### src/rtl/fp_mult_norm_round_pipe.sv
// Normalise/round/pack back end of a floating-point multiplier.
// Two elastic register stages (S1 normalise, S2 round+pack) with valid/ready flow control.
module fp_mult_norm_round_pipe #(
   parameter int SIG_W = 23,
   parameter int EX_W  = 8
) (
   input  logic                   clk,
   input  logic                   rst_n,
   input  logic                   in_valid,
   output logic                   in_ready,
   input  logic [2*SIG_W+1:0]     mant_mult,
   input  logic [EX_W+1:0]        exp_sub,
   input  logic                   sign_in,
   input  logic [1:0]             rnd_mode,
   output logic                   out_valid,
   input  logic                   out_ready,
   output logic [EX_W+SIG_W:0]    result,
   output logic                   flag_ovf,
   output logic                   flag_unf,
   output logic                   flag_inx
);

   localparam int MW = 2*SIG_W + 2;
   localparam int XW = EX_W + 2;
   localparam logic signed [XW-1:0] EXP_INF = XW'((1 << EX_W) - 1);

   typedef enum logic [1:0] {
      RM_RNE = 2'b00,
      RM_RTZ = 2'b01,
      RM_RUP = 2'b10,
      RM_RDN = 2'b11
   } rnd_t;

   // ---------------- S1: normalise ----------------
   logic [SIG_W-1:0]       w_n_frac;
   logic                   w_n_guard;
   logic                   w_n_sticky;
   logic [XW-1:0]          w_n_exp;

   logic                   r_s1_valid;
   logic [SIG_W-1:0]       r_s1_frac;
   logic                   r_s1_guard;
   logic                   r_s1_sticky;
   logic signed [XW-1:0]   r_s1_exp;
   logic                   r_s1_sign;
   rnd_t                   r_s1_rnd;

   logic                   w_s2_ready;

   always_comb begin
      w_n_frac   = '0;
      w_n_guard  = 1'b0;
      w_n_sticky = 1'b0;
      w_n_exp    = exp_sub;
      if (mant_mult[MW-1]) begin
         w_n_frac   = mant_mult[2*SIG_W:SIG_W+1];
         w_n_guard  = mant_mult[SIG_W];
         w_n_sticky = |mant_mult[SIG_W-1:0];
         w_n_exp    = exp_sub + XW'(1);
      end else begin
         w_n_frac   = mant_mult[2*SIG_W-1:SIG_W];
         w_n_guard  = mant_mult[SIG_W-1];
         w_n_sticky = |mant_mult[SIG_W-2:0];
         w_n_exp    = exp_sub;
      end
   end

   // Each stage refills when empty or when its contents move on this same edge.
   assign w_s2_ready = !out_valid || out_ready;
   assign in_ready   = !r_s1_valid || w_s2_ready;

   always_ff @(posedge clk or negedge rst_n) begin
      if (!rst_n) begin
         r_s1_valid  <= 1'b0;
         r_s1_frac   <= '0;
         r_s1_guard  <= 1'b0;
         r_s1_sticky <= 1'b0;
         r_s1_exp    <= '0;
         r_s1_sign   <= 1'b0;
         r_s1_rnd    <= RM_RNE;
      end else if (in_ready) begin
         r_s1_valid <= in_valid;
         if (in_valid) begin
            r_s1_frac   <= w_n_frac;
            r_s1_guard  <= w_n_guard;
            r_s1_sticky <= w_n_sticky;
            r_s1_exp    <= w_n_exp;
            r_s1_sign   <= sign_in;
            r_s1_rnd    <= rnd_t'(rnd_mode);
         end
      end
   end

   // ---------------- S2: round and pack ----------------
   logic                   w_inc;
   logic [SIG_W:0]         w_frac_sum;
   logic [SIG_W-1:0]       w_frac_rnd;
   logic signed [XW-1:0]   w_exp_rnd;
   logic                   w_ovf;
   logic                   w_unf;
   logic                   w_inx;
   logic                   w_to_inf;
   logic [EX_W+SIG_W:0]    w_pack;

   always_comb begin
      w_inc = 1'b0;
      case (r_s1_rnd)
         RM_RNE: w_inc = r_s1_guard && (r_s1_sticky || r_s1_frac[0]);
         RM_RTZ: w_inc = 1'b0;
         RM_RUP: w_inc = !r_s1_sign && (r_s1_guard || r_s1_sticky);
         RM_RDN: w_inc = r_s1_sign && (r_s1_guard || r_s1_sticky);
         default: w_inc = 1'b0;
      endcase
   end

   // A carry out of an all-ones fraction leaves the low bits zero and bumps the exponent.
   assign w_frac_sum = {1'b0, r_s1_frac} + {{SIG_W{1'b0}}, w_inc};
   assign w_frac_rnd = w_frac_sum[SIG_W-1:0];
   assign w_exp_rnd  = r_s1_exp + {{(XW-1){1'b0}}, w_frac_sum[SIG_W]};

   assign w_ovf    = (w_exp_rnd >= EXP_INF);
   assign w_unf    = w_exp_rnd[XW-1] || (w_exp_rnd == '0);
   assign w_inx    = r_s1_guard || r_s1_sticky || w_ovf || w_unf;
   assign w_to_inf = (r_s1_rnd == RM_RNE)
                  || ((r_s1_rnd == RM_RUP) && !r_s1_sign)
                  || ((r_s1_rnd == RM_RDN) && r_s1_sign);

   always_comb begin
      w_pack = '0;
      if (w_ovf) begin
         if (w_to_inf)
            w_pack = {r_s1_sign, {EX_W{1'b1}}, {SIG_W{1'b0}}};
         else
            w_pack = {r_s1_sign, {(EX_W-1){1'b1}}, 1'b0, {SIG_W{1'b1}}};
      end else if (w_unf) begin
         w_pack = {r_s1_sign, {(EX_W+SIG_W){1'b0}}};
      end else begin
         w_pack = {r_s1_sign, w_exp_rnd[EX_W-1:0], w_frac_rnd};
      end
   end

   logic                   r_out_valid;
   logic [EX_W+SIG_W:0]    r_result;
   logic                   r_ovf;
   logic                   r_unf;
   logic                   r_inx;

   always_ff @(posedge clk or negedge rst_n) begin
      if (!rst_n) begin
         r_out_valid <= 1'b0;
         r_result    <= '0;
         r_ovf       <= 1'b0;
         r_unf       <= 1'b0;
         r_inx       <= 1'b0;
      end else if (w_s2_ready) begin
         r_out_valid <= r_s1_valid;
         if (r_s1_valid) begin
            r_result <= w_pack;
            r_ovf    <= w_ovf;
            r_unf    <= w_unf;
            r_inx    <= w_inx;
         end
      end
   end

   assign out_valid = r_out_valid;
   assign result    = r_result;
   assign flag_ovf  = r_ovf;
   assign flag_unf  = r_unf;
   assign flag_inx  = r_inx;

endmodule

### config.mk
export PLATFORM = sky130hd
export DESIGN_NAME = fp_mult_norm_round_pipe
export DESIGN_NICKNAME = d
export VERILOG_FILES = /design/src/rtl/fp_mult_norm_round_pipe.sv
export SDC_FILE = /design/constraint.sdc
export NUM_CORES = 1
export LEC_CHECK = 0
export ABC_AREA = 1
export BUFFER_PORTS_ARGS = -buffer_cell sky130_fd_sc_hd__buf_2
export CAP_MARGIN = 20
export CORE_MARGIN = 2
export CORE_UTILIZATION = 55
export DETAILED_ROUTE_END_ITERATION = 7
export PLACE_DENSITY = 0.81
export SYNTH_ARGS = -nofsm -noshare
export SYNTH_HDL_FRONTEND = slang
export SYNTH_SLANG_ARGS = --single-unit
### constraint.sdc
create_clock -name clk -period 4.3 [get_ports clk]
set_input_delay 0.645 -clock clk [delete_from_list [all_inputs] [get_ports clk]]
set_output_delay 0.645 -clock clk [all_outputs]
set_load 0.02 [all_outputs]
==> flow_summary.yaml <==
synth:
  synth_fa_ha_area_frac: 0.0192
  synth.yosys.seq_area_share: 0.411
  muxShareOfSynthArea: 0
  ys_seq_elements: 75
  syn_inst: 651
  synthTopCellsByArea: "dfrtp_1 41%, nand2_1 19%, nor2_1 7.6%"
  yosys.area.top_type: "dfrtp_1"
  synth_fp_nets: 723
  syn_area_per_cell_um2: 7.02
  netlist.area_leader.share: 0.411
  synthTopCellsByCount: "231 x nand2_1, 93 x nor2_1, 75 x dfrtp_1"
  synthSimpleGateAreaFrac: 0.364
  synth_area_um2: 4570
  synth_warnings: 0
  synth_compound_area_frac: 0.0884
  synth_edf_count: 0
  synth_top_family_by_area: "simple AND/OR/NAND/NOR gates"
  synth_most_common_cell: "nand2_1"
  synthFlopType: "dfrtp_1"
  yosysUniqueCellTypes: 36
  ys_async_sr_fraction: 1.00
  synth_xor_area_frac: 0.0364
route:
  vias_per_cell: 5.30
  drt.antenna.violating_nets: 0
  initialDrtViolationCount: 237
  wirelength_um: 11800
  firstDrtPassIters: 6
  avgRoutedWirePerCell_um: 13.8
  num_vias: 4524
  drc: 0
die:
  dieWidth_um: 95.2
  fp.dieH_um: 95.2
  initial_core_util: 0.562
  rows: 33
  core_area_um2: 8130
  io_pins: 102
  die-area_um2: 9050
worst_setup_path:
  critPathBufInv: 1
  cp.arrival_ps: 4210
  max_stage_delay_ps: 420
  crit_family: "simple AND/OR/NAND/NOR gates"
  r2r_slack_ps: 320
  critPathMaxFanout: 5
  cp_cell_sequence: "nand2_1 -> inv_1 -> ha_1 -> o32ai_1 -> ha_1 -> nand3_2 -> nor3_2 -> nand2_1 -> nor2_2 -> nand2_1 -> nor3_1 -> ha_2 -> ha_2 -> nand3_1 -> o21ai_1 -> nand2_2 -> nor2_4 -> nand2_1 -> nand2_1 -> o21ai_0 -> nand3_1 -> nand2_1"
  end_kind: "flip-flop"
  worstSetupPathType: "flip-flop to flip-flop"
  cpMostUsedCell: "nand2_1"
  cp-start-kind: "flip-flop"
  slowest_stage: "dfrtp_1"
  worstPathRequired_ps: 4530
global_route:
  use_met2: 0.394
  grt-ovfl-total: 0
  grt.busiest_layer: "met1"
  grt_use_met3: 0.0379
  grtUsageTotal: 0.266
  grt_pass1_wl_um: 18900
  antenna_found_initial: 0
  met1_usage: 0.399
  first_global_vias: 4008
  grt_max_degree: 65
timing:
  hold_viol_final: 0
  tightest_slew_ps: 1020
  max_freq_mhz: 252
  fin_hold_ws_ps: 360
  period_needed_ps: 3980
  slew_viol_final: 0
  setup_slack_ps: 325
  skew_ps: 7.13
  setup_viol: 0
  maxSlewHeadroom: 0.320
  fin_crit_sh: 0.924
cts:
  cts_root_buffer: "clkbuf_8"
  cts_tree: "done"
  clk_path_buf_depth: 2
  cts_buffers: 9
  cts_max_level: 3
  clkTransAtPathRegs_ps: 80
  cts_sinks: 75
  clk_latency_ps: 350
power_and_ir_drop:
  p_per_area_nw_per_um2: 438
  p_leak_nw: 2.81
  ir_worst_vdd_v: 0.000168
cells_and_area:
  syn2layout_area_growth_pct: 16.4
  fin_cells: 853
  final_util: 0.654
  fill_cells: 727
  diodes: 0
  design_area_um2: 5320
  fin_nets: 817
  drive_gt1_frac: 0.195
placed_design:
  place_area_um2: 5080
  dp_hpwl_um: 8610
  place_ws_ps: 209
  numPortBuffers: 101
  dp.cells: 835
  gp_congestion: 0.904
run:
  max-cap-violations: 0
hold_path:
  hold_class: "input pin to asynchronous set/reset pin"
run_status:
  outcome: "complete, no violations"
-- cell usage in the layout, fill, tap and decap left out, types with 4 or more instances in the layout --
| cell | netlist | layout |
|---|---|---|
| a21oi_1 | 11 | 11 |
| a31oi_1 | 22 | 22 |
| buf_2 | 0 | 101 |
| buf_4 | 3 | 4 |
| clkbuf_8 | 1 | 9 |
| dfrtp_1 | 75 | 75 |
| ha_1 | 7 | 5 |
| inv_1 | 54 | 54 |
| nand2_1 | 231 | 230 |
| nand2_2 | 3 | 4 |
| nand3_1 | 44 | 43 |
| nand3_2 | 3 | 4 |
| nand4_1 | 8 | 8 |
| nor2_1 | 93 | 89 |
| nor2_2 | 4 | 6 |
| nor2_4 | 1 | 4 |
| nor3_1 | 5 | 5 |
| nor4_1 | 4 | 4 |
| o211ai_1 | 4 | 4 |
| o21ai_0 | 18 | 17 |
| xnor2_1 | 9 | 9 |
| xor2_1 | 10 | 10 |
-- final timing paths --
path	start	to	cells after the start
setup / recovery	r_s1_rnd[1]	result[23]	22
hold / removal	rst_n	result[29]	1
setup reg to reg	r_s1_rnd[1]	result[23]	22
hold reg to reg	result[13]	result[13]	2
max in group asynchronous	rst_n	r_s1_frac[9]	2
min in group clk	result[13]	result[13]	2
-- report_power, final --
group | internal, mW | leakage [nW] | total [mW] | switching (mW)
logic | 0.294 | 1.85 | 0.860 | 0.566
registers | 0.875 | 0.892 | 1.02 | 0.141
clock network | 0.201 | 0.0750 | 0.451 | 0.249
total | 1.37 | 2.81 | 2.33 | 0.956
-- stage by stage --
step | setup TNS (ps) | power, mW
after detailed placement | 0 | 1.86
after global routing | -15.5 | 2.49
after global placement | 0 | 1.84
after floorplan | 0 | 1.58
final | 0 | 2.33
after CTS | 0 | 2.31
-- cell families (layout without fill, tap and decap cells) --
kind of cell               Yosys count  in the layout
AOI/OAI and AO/OA                   66             67
xor gates and xnor gates            19             19
adders and majority gates            7              7
buffers and inverters               83            178
DFF                                 75             75
and+or+nand+nor                    401            402
-- area by class of cell --
type,instances,area (um2),area share
multi-input combinational,495,2380,0.448
sequential,75,1880,0.353
timing repair buffer,107,567,0.107
inverter,57,214,0.0402
clock buffer,11,131,0.0247
tap,105,131,0.0247
clock inverter,3,17.5,0.00329
-- what timing repair did --
action,CTS,global route
hold buffers,0,0
setup endpoints to repair,0,33
resized for setup,0,14
setup buffers,0,2
hold endpoints to repair,0,0
-- flip-flops by register name, indices dropped and copies added (netlist names), 2 cells and up --
signal and flops:
result 32, r_s1_frac 23, r_s1_rnd 2, r_s1_exp 10
-- layer usage --
metal | share of wire | wire [um]
met1 | 0.47 | 5570
met2 | 0.44 | 5190
met3 | 0.062 | 725
met4 | 0.023 | 269
met5 | 0 | 0
No activity file was read; power rests on OpenSTA's default activity.
